[src/rtl/ram_sweep_ctrl.sv]
// Read-modify-write increment of one RAM word, then a full address sweep streamed downstream.
// The RAM read port is registered, so streamed data follows each sweep read by one cycle.
module ram_sweep_ctrl #(
   parameter int unsigned ADDR_WIDTH  = 4,
   parameter int unsigned DATA_WIDTH  = 2,
   parameter int unsigned TARGET_ADDR = 12
) (
   input  logic                  clk,
   input  logic                  rst,
   input  logic                  go,
   output logic                  w_en,
   output logic [ADDR_WIDTH-1:0] w_addr,
   output logic [DATA_WIDTH-1:0] w_data,
   output logic                  r_en,
   output logic [ADDR_WIDTH-1:0] r_addr,
   input  logic [DATA_WIDTH-1:0] r_data,
   output logic                  out_valid,
   output logic [ADDR_WIDTH-1:0] out_addr,
   output logic [DATA_WIDTH-1:0] out_data,
   output logic                  busy,
   output logic                  done
);

   localparam int unsigned DEPTH = 2 ** ADDR_WIDTH;
   localparam logic [ADDR_WIDTH-1:0] Target   = ADDR_WIDTH'(TARGET_ADDR);
   localparam logic [ADDR_WIDTH-1:0] LastAddr = ADDR_WIDTH'(DEPTH - 1);

   typedef enum logic [2:0] {
      StIdle, StRdReq, StRdWait, StWrite, StSweep, StDrain, StDone
   } state_e;

   state_e                state_q, state_d;
   logic [ADDR_WIDTH-1:0] cnt_q, cnt_d;
   logic [DATA_WIDTH-1:0] rmw_q, rmw_d;
   logic                  w_en_q, w_en_d, r_en_q, r_en_d;
   logic [ADDR_WIDTH-1:0] w_addr_q, w_addr_d, r_addr_q, r_addr_d;
   logic [DATA_WIDTH-1:0] w_data_q, w_data_d;
   logic                  out_valid_q, out_valid_d;
   logic [ADDR_WIDTH-1:0] out_addr_q, out_addr_d;
   logic                  busy_q, busy_d, done_q, done_d;

   always_comb begin
      state_d = state_q;
      cnt_d   = cnt_q;
      rmw_d   = rmw_q;
      unique case (state_q)
         StIdle:   if (go) state_d = StRdReq;
         StRdReq:  state_d = StRdWait;
         StRdWait: begin
            rmw_d   = r_data;
            state_d = StWrite;
         end
         StWrite: begin
            cnt_d   = '0;
            state_d = StSweep;
         end
         StSweep: begin
            cnt_d = cnt_q + ADDR_WIDTH'(1);
            if (cnt_q == LastAddr) state_d = StDrain;
         end
         StDrain:  state_d = StDone;
         StDone:   state_d = StIdle;
         default:  state_d = StIdle;
      endcase
   end

   // Strobes are decoded from the next state so they register in step with state_q.
   always_comb begin
      w_en_d      = (state_d == StWrite);
      w_addr_d    = w_en_d ? Target : '0;
      w_data_d    = w_en_d ? rmw_d + DATA_WIDTH'(1) : '0;
      r_en_d      = (state_d == StRdReq) || (state_d == StSweep);
      r_addr_d    = (state_d == StRdReq) ? Target :
                    (state_d == StSweep) ? cnt_d  : '0;
      out_valid_d = (state_q == StSweep);
      out_addr_d  = out_valid_d ? cnt_q : '0;
      busy_d      = (state_d != StIdle);
      done_d      = (state_d == StDone);
   end

   always_ff @(posedge clk) begin
      if (rst) begin
         state_q     <= StIdle;
         cnt_q       <= '0;
         rmw_q       <= '0;
         w_en_q      <= 1'b0;
         w_addr_q    <= '0;
         w_data_q    <= '0;
         r_en_q      <= 1'b0;
         r_addr_q    <= '0;
         out_valid_q <= 1'b0;
         out_addr_q  <= '0;
         busy_q      <= 1'b0;
         done_q      <= 1'b0;
      end else begin
         state_q     <= state_d;
         cnt_q       <= cnt_d;
         rmw_q       <= rmw_d;
         w_en_q      <= w_en_d;
         w_addr_q    <= w_addr_d;
         w_data_q    <= w_data_d;
         r_en_q      <= r_en_d;
         r_addr_q    <= r_addr_d;
         out_valid_q <= out_valid_d;
         out_addr_q  <= out_addr_d;
         busy_q      <= busy_d;
         done_q      <= done_d;
      end
   end

   assign w_en      = w_en_q;
   assign w_addr    = w_addr_q;
   assign w_data    = w_data_q;
   assign r_en      = r_en_q;
   assign r_addr    = r_addr_q;
   assign out_valid = out_valid_q;
   assign out_addr  = out_addr_q;
   // r_data is already a RAM register output; only gated here so it reads 0 when not valid.
   assign out_data  = out_valid_q ? r_data : '0;
   assign busy      = busy_q;
   assign done      = done_q;

endmodule

[config.mk]
export PLATFORM = sky130hd
export DESIGN_NAME = ram_sweep_ctrl
export DESIGN_NICKNAME = d
export VERILOG_FILES = /design/src/rtl/ram_sweep_ctrl.sv
export SDC_FILE = /design/constraint.sdc
export NUM_CORES = 1
export LEC_CHECK = 0
export ABC_AREA = 1
export BUFFER_PORTS_ARGS = -buffer_cell sky130_fd_sc_hd__buf_4
export CAP_MARGIN = 20
export CORE_MARGIN = 8
export CORE_UTILIZATION = 53
export DETAILED_ROUTE_END_ITERATION = 16
export PLACE_DENSITY = 0.84
export SLEW_MARGIN = 20
export SYNTH_ARGS = -nofsm -noshare
export SYNTH_HDL_FRONTEND = slang
export SYNTH_SLANG_ARGS = --single-unit
[constraint.sdc]
create_clock -name clk -period 1.7 [get_ports clk]
set_input_delay 0.17 -clock clk [delete_from_list [all_inputs] [get_ports clk]]
set_output_delay 0.17 -clock clk [all_outputs]
set_load 0.02 [all_outputs]
==> results of run 1 <==
[layout make-up]
class | instances | area share (%)
well taps | 25 | 2.643
clock inverters | 1 | 2.537
multi-input cells | 73 | 30.44
repair buffers | 23 | 14.59
inverters | 23 | 7.294
clock buffers | 3 | 1.903
flip-flops and latches | 24 | 40.59
[layer usage]
| metal | GRT usage (%) | vias up |
|---|---|---|
| li1 | - | 412 |
| met1 | 12.42 | 350 |
| met2 | 19.21 | 41 |
| met3 | 3.696 | 8 |
| met4 | 6.643 | 0 |
| met5 | 0 | - |
[flip-flops by register name, indices dropped and copies added, names as in the netlist, 2 cells and up]
name      count
cnt_q         4
out_addr      4
r_addr        4
state_q       3
rmw_q         2
w_data        2
[cells in the mapped netlist (3+ instances only)]
master / number / share of area (%)
inv_2: 3 / 1.2
nor2_2: 4 / 2.6
nand2_2: 5 / 3.3
nand2_1: 19 / 7.5
inv_1: 20 / 7.8
o21ai_1: 4 / 2.1
nand3_1: 8 / 4.2
a21oi_1: 4 / 2.1
nor2_1: 18 / 7.1
nand3_2: 3 / 3.1
buf_4: 4 / 3.1
dfxtp_1: 24 / 50
[how the worst min path moves through the flow]
stage	from	to	cells after the start
detailed placement	rst	cnt_q[2]	2
CTS	rst	cnt_q[3]	2
global placement	rst	cnt_q[2]	2
global route	rst	cnt_q[3]	2
finish	rst	cnt_q[3]	2
floorplan	rst	out_valid	1
[power groups by stage]
| stage | Clock [mW] | Sequential, mW | Combinational (mW) |
|---|---|---|---|
| floorplan | 0 | 0.639 | 0.118 |
| global placement | 0 | 0.621 | 0.184 |
| detailed placement | 0 | 0.622 | 0.188 |
| CTS | 0.409 | 0.609 | 0.191 |
| global route | 0.430 | 0.613 | 0.211 |
| finish | 0.412 | 0.609 | 0.190 |
[per-stage QoR]
| stage | instances | utilization, % | hold WS (ns) |
|---|---|---|---|
| after floorplan | 125 | - | 0.2539 |
| after global placement | 168 | 66.23 | 0.4496 |
| after detailed placement | 168 | 66.23 | 0.4603 |
| after CTS | 172 | 69.30 | 0.1185 |
| after global routing | 172 | 69.30 | 0.1270 |
| final | 172 | 69.30 | 0.1175 |
[cell families after synthesis]
kind of cell / synth area share (%)
AOI/OAI and AO/OA: 5.360
adders and majority gates: 1.307
buffers and inverters: 12.55
DFF: 50.20
other: 0.3918
and+or+nand+nor: 30.20
==> flow_summary.toml, run 1 <==
[clock_tree]
postCtsHoldBufs = 0
clock_path_buffers = 2
cts_root_buf = "clkbuf_4"
clk_latency_ns = 0.32
post-cts-setup-buffers = 0
post_cts_resized = 0
cts_buffers = 3
cts_tree = "yes"
cts_max_level = 1
path_clk_slew_ns = 0.13
clock-sinks = 24

[floorplanning]
rows = 15
io_pins = 26
die_area_um2 = 3422
die_w_um = 58.50
start_util_pct = 56.04
die_h_um = 58.50
core_um2 = 1708

[grt]
grt_pass1_wl_um = 3132
grt_usage_pct = 11.50
grt_max_degree = 15
first_global_vias = 762
grt_overflow = 0
antenna_found_initial = 0

[critical_path]
cp.required_ns = 1.94
max_stage_delay_ns = 0.44
critPathMaxFanout = 6
ff2ff_setup_slack_ns = 0.42
worstSetupEndpointType = "register"
crit_arrival_ns = 1.51
path_delay_family = "simple AND/OR/NAND/NOR gates"
cp_common_cell = "nand2_2"
start_kind = "register"
crit_path_top_delay_cell = "dfxtp_1"
r2r_cells = 8
worstSetupPathType = "register to register"
rr_startpoint = "cnt_q[0]"
worstReg2RegEnd = "r_addr[3]"
crit_end = "r_addr[3]"
worst-path-buf-inv = 1
startpoint = "cnt_q[0]"
critical_path.cell_chain = "ha_1 -> nand3_1 -> nor2_2 -> nor2_4 -> nand2_2 -> nand2_2 -> nand2_1 -> inv_1"
crit_cells = 8

[pwr]
power_mw = 1.211
comb_power_share_pct = 15.7
clkPwrFrac_pct = 34.0
seq_power_share_pct = 50.3
swShare_pct = 25.88
power.internal_mw = 0.8977
peakVddDrop_v = 0.0006393
p_sw_mw = 0.3134
p_leak_nw = 0.5917
power_density_nw_per_um2 = 1023

[synth]
synth_edf_count = 0
synth_area_um2 = 957.2
ys_seq_area_share_pct = 50.20
postSynthCellCount = 124
synth_cell_types = 20
ys_ff_latch = 24
synth_area_per_cell_um2 = 7.719
async_flop_share_pct = 0
yosys_warnings = 0
synth_flop_cell = "dfxtp_1"

[placed_design]
place_hpwl_um = 1434
port_buffers = 23
post-place-ws_ns = 0.4353
place_congestion = 0.8761
place_area_um2 = 1131

[routing]
wirelength_um = 1898
drcViolationCount = 0
drt_iter0_markers = 20
route.antenna.remaining_nets = 0
m1WireLength_um = 834
dr_wl_met3_um = 178
dr.max_layer_used = "met4"
vias = 811
dr_wl_met2_um = 823
first_pass_iters = 6
via_per_inst = 4.715
wl_per_cell_um = 11.03

[layout]
layout_commonest_cell = "dfxtp_1"
fillers = 147
ff_latch_area_um2 = 480.5
final_cell_mix = "dfxtp_1 (24), buf_4 (23), inv_1 (20), nand2_1 (19), nor2_1 (18)"
layout-drive-gt1-share_pct = 29.93
num_antenna_cells = 0
syn_to_final_growth_pct = 23.66
fin_area_um2 = 1184
num-nets-final = 154
multiInputGateArea_um2 = 360.3

[timing]
finalSetupViolations = 0
tns_ns = 0
fin_ws_ns = 0.4237
period_share_pct = 75.08
fmax_mhz = 783.5
hold_viol = 0
rsz0062_at_grt = "false"
period_needed_ns = 1.276
slew_viol_final = 0
finalClockSkew_ns = 0.002650

[outcome]
status = "complete, no violations"

[job]
drv_cap = 0

[min_path]
hold_class = "input pin to register"
(Power assumes the default switching activity.)
==> inputs of run 2 (changes only) <==
- ABC_AREA: 1 -> 0
- CORE_UTILIZATION: 53 -> 49
- PLACE_DENSITY: 0.84 -> 0.78
- clock period: 1.7 -> 1.3 ns (I/O delays scaled with it)
==> run 2 against run 1 <==
  * The flow now finishes with violations (setup timing)
  * Cell area increased by 7.1%
  * Critical endpoint unchanged
  * Synthesized cell count decreased by 22%
  * Cell count shrank 9.9%
  * Clock-buffer cell count grew 1
  * Largest cell class is now multi-input gates
  * Via count shrank 3.0%
  * Clock power is 7.3% lower
  * Sequential cell count down 2
  * First-iteration DRC count down 40%
  * Critical path type unchanged
==> flow_summary.toml, run 2 <==
[outcome]
status = "finished, violations left"
violations = "setup timing"

[routing]
drt_iter0_markers = 12
wl_per_cell_um = 13.25
drcViolationCount = 0
via_per_inst = 5.077
vias = 787
route.antenna.remaining_nets = 0
first_pass_iters = 4
wirelength_um = 2054

[clock_tree]
clock_path_buffers = 2
path_clk_slew_ns = 0.12
clock-sinks = 22
clk_latency_ns = 0.32
cts_root_buf = "clkbuf_4"
post-cts-setup-buffers = 0
cts_max_level = 1
cts_buffers = 3
cts_tree = "yes"

[layout]
fin_util_pct = 67.35
fillers = 149
ff_latch_area_um2 = 449.2
num-nets-final = 135
num_antenna_cells = 0
multiInputGateArea_um2 = 464.2
syn_to_final_growth_pct = 34.35
layout_commonest_cell = "buf_4"
layout-drive-gt1-share_pct = 44.53
final_cell_mix = "buf_4 (36), dfxtp_1 (17), nor2_1 (8), and2_1 (7), a21oi_1 (5)"

[critical_path]
critPathMaxFanout = 4
startpoint = "cnt_q[0]"
worstSetupPathType = "register to register"
start_kind = "register"
worstSetupEndpointType = "register"
crit_arrival_ns = 1.57
rr_startpoint = "cnt_q[0]"
cp.required_ns = 1.55

[timing]
whs_ns = 0.09093
tns_ns = -0.02252
slew_viol_final = 0
period_share_pct = 101.7
fmax_mhz = 756.1
rsz0062_at_grt = "true"
hold_viol = 0
finalClockSkew_ns = 0.008477
finalSetupViolations = 1
fin_ws_ns = -0.02252
period_needed_ns = 1.323

[placed_design]
port_buffers = 23
place_hpwl_um = 1481
place_congestion = 0.8911

[synth]
synth_top_cell_by_area = "dfxtp_1"
yosys.cell_count.top_type = "dfxtp_1"
synth_cell_types = 39
async_flop_share_pct = 0
synth_edf_count = 0
ys_ff_latch = 22
postSynthCellCount = 97
synth_top_area_share_pct = 46.68
netlist_top_cells_count = "dfxtp_1 (22), nor2_1 (8), and2_1 (7)"
synth_flop_cell = "dfxtp_1"
synthTopCellsByArea = "dfxtp_1 (47%), and2_1 (4.6%), a21oi_1 (3.2%)"
yosys_warnings = 0
ys_seq_area_share_pct = 46.68
synth_area_per_cell_um2 = 9.726
synth_area_um2 = 943.4

[floorplanning]
die_w_um = 59.88
rows = 16
start_util_pct = 50.13
die_h_um = 59.88
die_area_um2 = 3586
core_um2 = 1882
io_pins = 26

[job]
drv_cap = 0

[pwr]
p_leak_nw = 0.5504
power_density_nw_per_um2 = 1031
peakVddDrop_v = 0.0006389
power_mw = 1.307

[min_path]
hold_class = "input pin to register"
hp-start = "r_data[1]"

[grt]
grt_overflow = 0
antenna_found_initial = 0
grt_usage_pct = 12.27
first_global_vias = 719
grt_pass1_wl_um = 3339
grt_max_degree = 16
==> run 2: cell count changes after synthesis, sizes merged, moves of 5 or more <==
cell   before  now
buf         4    9
nand2      24    3
and2        0    7
inv        23    1
nand3      11    1
nor2       23    9
==> run 2: what timing repair did <==
action,4_1_cts,5_1_grt
hold buffers,1,0
gates resized for setup,7,7
pin swaps,2,4
hold endpoints to repair,1,0
setup endpoints to repair,6,8
==> run 2: cell type report <==
type | count | area share, %
multi-input cells | 64 | 36.62
inverters | 1 | 0.2961
well taps | 27 | 2.665
repair buffers | 37 | 22.11
clock buffers | 4 | 2.863
flip-flops and latches | 22 | 35.44
==> run 2: path summary, 6_finish.rpt <==
check,to,slack (ns),depth (start not counted)
setup / recovery,r_addr[3],-0.02,4
hold reg to reg,cnt_q[3],0.55,1
setup reg to reg,r_addr[3],-0.02,4
hold / removal,w_data[1],0.09,3
==> run 2: critical path, cell delays in order, from the launching register on <==
cell	delay, ns
dfxtp_2	0.36
ha_4	0.16
nand4_1	0.15
or4b_1	0.45
a21oi_1	0.13
==> run 2: logic make-up (layout without fill, tap and decap cells) <==
group                    Yosys count  count (layout)  share of synthesized area [%]
adder cells (fa/ha/maj)            1               1                          1.326
buffers and inverters             12              42                          8.355
AO/OA/AOI/OAI                     19              19                          14.19
flip-flops                        22              22                          46.68
XOR/XNOR                           1               1                         0.9286
AND/OR/NAND/NOR                   41              41                          28.12
other                              1               2                         0.3975
==> run 2: report_power, final <==
| part | leakage [nW] | switching (mW) | internal, mW |
|---|---|---|---|
| Clock | 0.0210 | 0.211 | 0.171 |
| Combinational | 0.348 | 0.109 | 0.0970 |
| Sequential | 0.181 | 0.0190 | 0.700 |
==> run 2: per-layer routing <==
| layer | track usage, % | part of all wire (%) | routed length, um | vias up |
|---|---|---|---|---|
| met5 | 0 | 0 | 0 | - |
| met4 | 8.163 | 2.7 | 56 | 0 |
| met3 | 2.796 | 7.6 | 157 | 5 |
| met2 | 20.46 | 49 | 1003 | 27 |
| met1 | 13.51 | 41 | 836 | 356 |
| li1 | - | - | - | 399 |
==> run 2: per-stage QoR <==
stage	std cells	instance area, um2	setup slack (ns)
floorplan	98	949.7	0.01451
global placement	150	1179	-0.006077
detailed placement	150	1179	-0.05338
CTS	155	1251	-0.01779
global route	155	1267	-0.07583
finish	155	1267	-0.02252
